`src/rtl/serial_packet_ctrl.sv`:
```
// Packet framer between the serial byte receiver and the frame-memory write port.
// Hunts for SYNC, captures CMD and a 16-bit length, streams payload to memory, then verifies the checksum.
module serial_packet_ctrl #(
  parameter int unsigned ADDR_WIDTH     = 16,
  parameter logic [7:0]  SYNC_BYTE      = 8'hA5,
  parameter logic [23:0] TIMEOUT_CYCLES = 24'd2400000
) (
  input  logic                  clk_24,
  input  logic                  reset,
  input  logic                  rx_valid,
  input  logic [7:0]            rx_data,
  output logic                  mem_we,
  output logic [ADDR_WIDTH-1:0] mem_addr,
  output logic [7:0]            mem_wdata,
  output logic [7:0]            cmd,
  output logic                  busy,
  output logic                  done,
  output logic                  err,
  output logic [1:0]            err_code
);

  typedef enum logic [2:0] {
    IDLE,
    CMD,
    LEN_HI,
    LEN_LO,
    PAYLOAD,
    CSUM
  } state_t;

  state_t      state;
  logic [7:0]  checksum;
  logic [15:0] length;
  logic [23:0] tcnt;

  // Timeout fires on the idle cycle that would bring the gap counter to TIMEOUT_CYCLES
  logic timeout_c;
  assign timeout_c = (state != IDLE) && !rx_valid && (tcnt == TIMEOUT_CYCLES - 24'd1);

  always_ff @(posedge clk_24) begin
    if (reset) begin
      state     <= IDLE;
      mem_we    <= 1'b0;
      mem_addr  <= '0;
      mem_wdata <= 8'd0;
      cmd       <= 8'd0;
      busy      <= 1'b0;
      done      <= 1'b0;
      err       <= 1'b0;
      err_code  <= 2'd0;
      checksum  <= 8'd0;
      length    <= 16'd0;
      tcnt      <= 24'd0;
    end else begin
      mem_we <= 1'b0;
      done   <= 1'b0;
      err    <= 1'b0;

      if (mem_we) mem_addr <= mem_addr + ADDR_WIDTH'(1);

      if (state == IDLE || rx_valid) tcnt <= 24'd0;
      else                           tcnt <= tcnt + 24'd1;

      if (timeout_c) begin
        state    <= IDLE;
        busy     <= 1'b0;
        err      <= 1'b1;
        err_code <= 2'd2;
      end else if (rx_valid) begin
        case (state)
          IDLE: begin
            if (rx_data == SYNC_BYTE) begin
              state <= CMD;
              busy  <= 1'b1;
            end
          end
          CMD: begin
            cmd      <= rx_data;
            checksum <= rx_data;
            mem_addr <= '0;
            state    <= LEN_HI;
          end
          LEN_HI: begin
            length[15:8] <= rx_data;
            checksum     <= checksum + rx_data;
            state        <= LEN_LO;
          end
          LEN_LO: begin
            length[7:0] <= rx_data;
            checksum    <= checksum + rx_data;
            state       <= ({length[15:8], rx_data} == 16'd0) ? CSUM : PAYLOAD;
          end
          PAYLOAD: begin
            mem_we    <= 1'b1;
            mem_wdata <= rx_data;
            checksum  <= checksum + rx_data;
            length    <= length - 16'd1;
            if (length == 16'd1) state <= CSUM;
          end
          CSUM: begin
            state <= IDLE;
            busy  <= 1'b0;
            if (rx_data == checksum) begin
              done <= 1'b1;
            end else begin
              err      <= 1'b1;
              err_code <= 2'd1;
            end
          end
          default: begin
            state <= IDLE;
            busy  <= 1'b0;
          end
        endcase
      end
    end
  end

endmodule

```
`config.mk`:
```
export PLATFORM = sky130hd
export DESIGN_NAME = serial_packet_ctrl
export DESIGN_NICKNAME = d
export VERILOG_FILES = /design/src/rtl/serial_packet_ctrl.sv
export SDC_FILE = /design/constraint.sdc
export NUM_CORES = 1
export LEC_CHECK = 0
export CORE_MARGIN = 2
export CORE_UTILIZATION = 56
export CTS_CLUSTER_DIAMETER = 200
export DETAILED_ROUTE_END_ITERATION = 16
export PLACE_DENSITY = 0.79
export SLEW_MARGIN = 10
export SYNTH_ARGS = -nofsm -noshare
export SYNTH_HDL_FRONTEND = slang
export SYNTH_SLANG_ARGS = --single-unit
```
`constraint.sdc`:
```
create_clock -name clk_24 -period 2.5 [get_ports clk_24]
set_clock_uncertainty 0.05 [all_clocks]
set_input_delay 0.25 -clock clk_24 [delete_from_list [all_inputs] [get_ports clk_24]]
set_output_delay 0.25 -clock clk_24 [all_outputs]
set_load 0.05 [all_outputs]
```
* After elaboration in Yosys (flattened, before gate mapping)
Cells that the tools add are included.
Storage, ports and cells: register bits 89, input bits 11, output and inout bits 38, word-level logic and storage cells 85
Cells by class: eq/ne operators 12, $add $sub $neg 4, muxes and demuxes 23, reductions and logical operators 27, bitwise gates (word level) 5
Operator list (number):
- 16-bit two-way mux | 4
- 8-bit one-hot mux with 2 select lines | 3
- 3-bit AND reduction | 9
- 24-bit by 1-bit adder with 24-bit output, second input constant | 1
- 24-bit by 22-bit equality test with 1-bit output, second input constant | 1
- 16-bit by 1-bit adder with 16-bit output, second input constant | 1
- 16-bit by 1-bit equality test with 1-bit output, second input constant | 1
- 16-bit logical NOT | 1
- 16-bit by 1-bit subtractor with 16-bit output, second input constant | 1
- 3-bit one-hot mux with 5 select lines | 1
- 2-bit nonzero test | 5
- 8-bit adder | 1
- 8-bit equality test | 1
- 8-bit equality test, second input constant | 1
- 1-bit two-way mux | 8
- 2-bit two-way mux | 4
- 4-bit OR reduction | 2
- 3-bit by 2-bit equality test with 1-bit output, second input constant | 2
- 3-bit equality test, second input constant | 2
- 3-bit two-way mux | 2
- 3-bit OR reduction | 2
- 1-bit NOT | 5
- 2-bit inequality test, second input constant | 2
- 2-bit OR reduction | 2
- 8 further kinds | 9

* Logic depth before layout (Yosys ltp)
depth after elaboration 5, depth in mapped cells 9, depth with buffers taken out 9

* Least setup slack after synthesis
OpenSTA, ideal clock, no wires.
path kind register to register, start register length[4], end register length[15], period minus slack after synthesis 2219 ps, arrival 2105 ps, required time 2385 ps, path slack 281 ps, cell stages (with the launch flop) 7, buffers on the path 0, setup time 65 ps, path through dfxtp_1 > or4_4 > or4_4 > or4_1 > o21ai_1 > a22oi_1 > nor2_1
On the way: cells in the longest elaborated chain, start to end 2
Ends and longest elaborated chain:
- start, declared | line 33 | logic [15:0] length;
- start signal, assigned | line 89 | length[7:0] <= rx_data;
- start signal, assigned | line 97 | length <= length - 16'd1;
- 16-bit by 1-bit subtractor with 16-bit output | line 97
- 8-bit one-hot mux with 2 select lines | line 70 | case (state)
No other way between the ends. A chain may end at the register's enable or synchronous reset.

* Worst setup path in the final report
Same ends and word-level chain as after synthesis.

==> flow_summary.json <==
{
  "async_flop_share": 0,
  "path_clk_slew_ns": 0.10,
  "yosys_warnings": 0,
  "use_met3": 0.05777,
  "via_per_inst": 5.719,
  "crit_start": "length[4]",
  "reg2reg_to": "length[15]",
  "synth.most_common_cell": "dfxtp_1",
  "dr.pass1.iters": 5,
  "initial_core_util": 0.5741,
  "root_buffer": "clkbuf_8",
  "synth_seq_cells": 89,
  "synth_top_area_share": 0.4037,
  "grt_usage": 0.2460,
  "met2_usage": 0.4124,
  "num_antenna_cells": 0,
  "place.port_buffers": 48,
  "syn_area_um2": 4413,
  "slowest_delay_ns": 0.56,
  "synth_ff_type": "dfxtp_1",
  "slew_viol_final": 0,
  "worst_r2r_startpoint": "length[4]",
  "rows": 32,
  "outcome": "complete, no violations",
  "drc": 0,
  "dpl-instance-area_um2": 5021,
  "critical_path.endpoint": "length[15]",
  "critPathKind": "reg2reg",
  "place_congestion": 0.9369,
  "syn-instance-count": 559,
  "finalInstanceArea_um2": 5233,
  "vdd_drop_max_v": 0.0004250,
  "drive_above_1_share": 0.06852,
  "r2r.worst_path.cells": 6,
  "path_cells": "or4_4 -> or4_4 -> or4_1 -> o21ai_1 -> a22oi_1 -> nor2_1",
  "cp.arrival_ns": 2.62,
  "fp.dieW_um": 92.77,
  "critPathMaxFanout": 8,
  "area_growth_syn_to_layout_pct": 18.57,
  "crit_top_cell": "or4_4",
  "hold_class": "reg2reg",
  "ys_top_cells_by_area": "dfxtp_1 (40%), nand2_1 (6.9%), nor2_1 (6.2%)",
  "nets": 631,
  "synth_top_cell_by_area": "dfxtp_1",
  "wl_per_cell_um": 14.51,
  "drt_iter0_markers": 256,
  "drt.antenna.violating_nets": 0,
  "crit_path_start_kind": "flop",
  "num_io_pins": 49,
  "cts_sinks": 89,
  "setup_viol": 0,
  "worstHoldStart": "mem_wdata[1]",
  "ff2ff_setup_slack_ns": 0.12,
  "first_global_vias": 3820,
  "numCtsBuffers": 9,
  "hold_buffers": 0,
  "coreArea_um2": 7687,
  "grtUsageMet1": 0.3153,
  "fin_crit_ns": 2.376,
  "setup-tns-final_ns": 0,
  "grt_overflow_total": 0,
  "leakage_nw": 1.819,
  "clock_latency_ns": 0.37,
  "cp.required_ns": 2.74,
  "synth_seq_area_share": 0.4037,
  "worst_pin_slew_ns": 0.8218,
  "max-clock-path-buffers": 2,
  "avgSynthCellArea_um2": 7.894,
  "grt_pass1_wl_mm": 17.23,
  "routed_wl_mm": 10.38,
  "synth_edf_count": 0,
  "grt_start_max_net_pins": 26,
  "die_height_um": 92.77,
  "antenna_found_initial": 0,
  "busiest_layer": "met2",
  "powerDensity_nw_per_um2": 506.1,
  "dr_total_vias": 4089,
  "timing.final.crit_share": 0.9503,
  "max-cap-violations": 0,
  "cts_setup_buffers": 0,
  "p_total_mw": 2.648,
  "rsz0062_at_grt": "no",
  "dpl.hpwl_mm": 7.330,
  "slew_headroom": 0.4522,
  "finalHoldViolCount": 0,
  "htree_num_levels": 3,
  "dieArea_um2": 8606,
  "synth_cell_types": 51,
  "ctsResizeCount": 0,
  "max_freq_ghz": 0.4209,
  "cp_slowest_cell": "or4_4",
  "syn_nets": 582,
  "synth_common_cells": "dfxtp_1 (89), nand2_1 (81), nor2_1 (73), a21oi_1 (43), o21ai_0 (34)",
  "cts_tree": "yes",
  "end_kind": "flop"
}
## where the power goes
| group | internal, mW | switching [mW] |
|---|---|---|
| combinational | 0.0612 | 0.0891 |
| clock | 0.562 | 0.508 |
| sequential | 1.42 | 0.00578 |
## layout make-up
class                   count  area [um2]
well taps                 102       127.6
clock inverters             5       80.08
clock buffers              11       131.4
fillers                   641        2455
flip-flops and latches     89        1782
multi-input cells         423        2421
inverters                  18       67.56
repair buffers             67       623.1
## cell families (layout without fill, tap and decap cells)
logic type / Yosys count / after routing / synth area share
DFF: 89 / 89 / 0.4037
adders and majority gates: 12 / 12 / 0.03572
and+or+nand+nor: 249 / 249 / 0.2668
buffers and inverters: 47 / 101 / 0.04876
xor gates and xnor gates: 36 / 36 / 0.07145
muxes: 3 / 3 / 0.007088
AOI/OAI and AO/OA: 123 / 123 / 0.1664
## state kept, by name, summed over array words and instances (netlist names)
name	cells
err_code	2
err	1
checksum	8
length	16
mem_wdata	8
tcnt	24
done	1
state	3
mem_we	1
mem_addr	16
cmd	8
busy	1
## routing by layer
metal	up-vias	routed length [um]
met3	14	511
met5	-	0
met2	110	4967
met1	1920	4765
li1	2045	-
met4	0	131
## worst min-delay path by stage
| stage | end | slack, ns | cells after the start |
|---|---|---|---|
| after CTS | mem_wdata[1] | 0.42 | 2 |
| after floorplan | cmd[0] | 0.34 | 2 |
| final | mem_wdata[1] | 0.41 | 2 |
| after detailed placement | mem_wdata[7] | 0.40 | 2 |
| after global placement | err_code[0] | 0.39 | 2 |
| after global routing | cmd[0] | 0.44 | 2 |
## critical path, delay by kind of cell, from the launching register on
family	cells	cell delay (ns)
compound gates	2	0.26
flops	1	0.38
simple gates	4	1.63
## through the flow
stage | util | cells | hold WS [ns] | setup WS [ns]
3_3_place_gp | 0.6532 | 699 | 0.3922 | 0.05237
6_report | 0.6807 | 715 | 0.4149 | 0.1243
2_1_floorplan | - | 559 | 0.3360 | 0.2808
5_1_grt | 0.6807 | 715 | 0.4400 | 0.04511
4_1_cts | 0.6807 | 715 | 0.4163 | 0.1373
3_5_place_dp | 0.6532 | 699 | 0.4010 | 0.007889
## cell usage in the layout (no fill, tap or decap), types with 13 or more instances in the layout
cell	Yosys	final
or3_1	13	13
buf_4	0	19
nand2_1	81	81
nor2_1	73	73
nand3_1	14	14
dfxtp_1	89	89
a21oi_1	43	43
xnor2_1	17	17
clkdlybuf4s50_1	0	48
nor3_1	14	14
inv_1	18	18
o21ai_0	34	34
xor2_1	19	19
No activity file was read; power rests on OpenSTA's default activity.
==> RTL edit (same flow settings) <==
The parameter `ADDR_WIDTH` goes from 16 to 14.
--- a/src/rtl/serial_packet_ctrl.sv
+++ b/src/rtl/serial_packet_ctrl.sv
@@ -2,5 +2,5 @@
 // Hunts for SYNC, captures CMD and a 16-bit length, streams payload to memory, then verifies the checksum.
 module serial_packet_ctrl #(
-  parameter int unsigned ADDR_WIDTH     = 16,
+  parameter int unsigned ADDR_WIDTH     = 14,
   parameter logic [7:0]  SYNC_BYTE      = 8'hA5,
   parameter logic [23:0] TIMEOUT_CYCLES = 24'd2400000
Ports: changed (resized mem_addr); port bits go from 49 to 47. No check against the original RTL was run, so the function may have changed too.
==> RTL edit against the original RTL <==
- synthesized cell count decreased by 4.7%
- final area decreased by 2.3%
- sequential cell count down 2
- total power fell by 7.2%
- largest power group unchanged
- routed wire length fell by 2.9%
- critical endpoint is now checksum[7]$_SDFFE_PP0P_
- highest routed layer unchanged
- clock power down 15%
- largest cell class unchanged
- area after synthesis shrank 3.6%
- worst setup slack improved by 0.084 ns
==> RTL edit: results (changes against the original RTL) <==
Synth
  • Portion of netlist area occupied by mux cells: 1.236% (+0.53 points)
  • Most frequent cells after synthesis: sky130_fd_sc_hd__dfxtp_1 (87), sky130_fd_sc_hd__nor2_1 (77), sky130_fd_sc_hd__nand2_1 (73)
  • Fraction of the mapped netlist area in adder cells: 3.707% (+0.13 points)
  • Number of different library cells in the post-synthesis netlist: 56 (+9.8%)
  • Ranking of synthesized cells by area: sky130_fd_sc_hd__dfxtp_1 (41%), sky130_fd_sc_hd__nor2_1 (6.8%), sky130_fd_sc_hd__nand2_1 (6.4%), sky130_fd_sc_hd__a21oi_1 (5.5%), sky130_fd_sc_hd__xor2_1 (3.7%)

GRT
  • GRT Total Usage: 24.78% (+0.18 points)
  • Met2 routing resource usage after global routing: 41.48% (+0.24 points)
  • Vias in the first global route: 3,653 (-4.4%)

Placed design
  • Quantity of I/O buffers inserted on ports: 46 (-4.2%)
  • HPWL after DPL: 7.276 mm (-0.73%)
  • Placed Instances: 678 (-3.0%)
  • Worst setup slack after placement: -0.04230 ns (-0.05019 ns)
  • Global placer's final weighted congestion: 0.8866 (-5.4%)

Run status
  • Outcome: finished, final reports clean

Routing
  • Metal1 wirelength: 4.633 mm (-2.8%)
  • Number of vias after detailed routing: 3,966 (-3.0%)
  • Number of vias per cell after detailed routing: 5.723 (about the same)
  • Number of violations reported at the end of detailed-routing iteration 0: 296 (+16%)

Critical path
  • Data arrival time of the worst path: 2.48 ns (-0.14 ns)
  • Worst reg-to-reg setup slack: 0.21 ns (+0.08 ns)

Pwr
  • Static leakage: 1.753 nW (-3.6%)
  • Maximum vdd drop: 0.0003425 V (-19%)
  • Sw power: 572.3 µW (-5.1%)

Worst hold path
  • Worst Hold Endpoint: cmd[3]$_SDFFE_PP0P_

Final layout
  • Final #Nets: 613 (-2.9%)
  • Share of cells above drive strength 1: 8.418% (+1.6 points)
RTL edit: changes by cell type in the layout (fill, tap and decap cells not counted), moves of 6 or more:
cell,change
sky130_fd_sc_hd__a22oi_1,-7
sky130_fd_sc_hd__buf_4,+6
sky130_fd_sc_hd__nand2_1,-8
sky130_fd_sc_hd__nor2b_1,+6
sky130_fd_sc_hd__inv_1,-7
sky130_fd_sc_hd__o21ai_0,-7
RTL edit: final cells by class:
cell class	instances	area, µm²
tap	99	123.9
clock buffer	12	165.2
timing repair buffer	71	648.1
sequential	87	1742
multi-input combinational	410	2375
clock inverter	3	17.52
inverter	11	41.29
fill	625	2180
RTL edit: power groups by stage:
stage | Clock [mW] | Combinational, mW | Sequential, mW
4_1_cts | 0.927 | 0.150 | 1.40
3_3_place_gp | 0 | 0.148 | 1.43
5_1_grt | 0.976 | 0.163 | 1.40
3_5_place_dp | 0 | 0.149 | 1.43
6_report | 0.911 | 0.152 | 1.39
2_1_floorplan | 0 | 0.0704 | 1.44
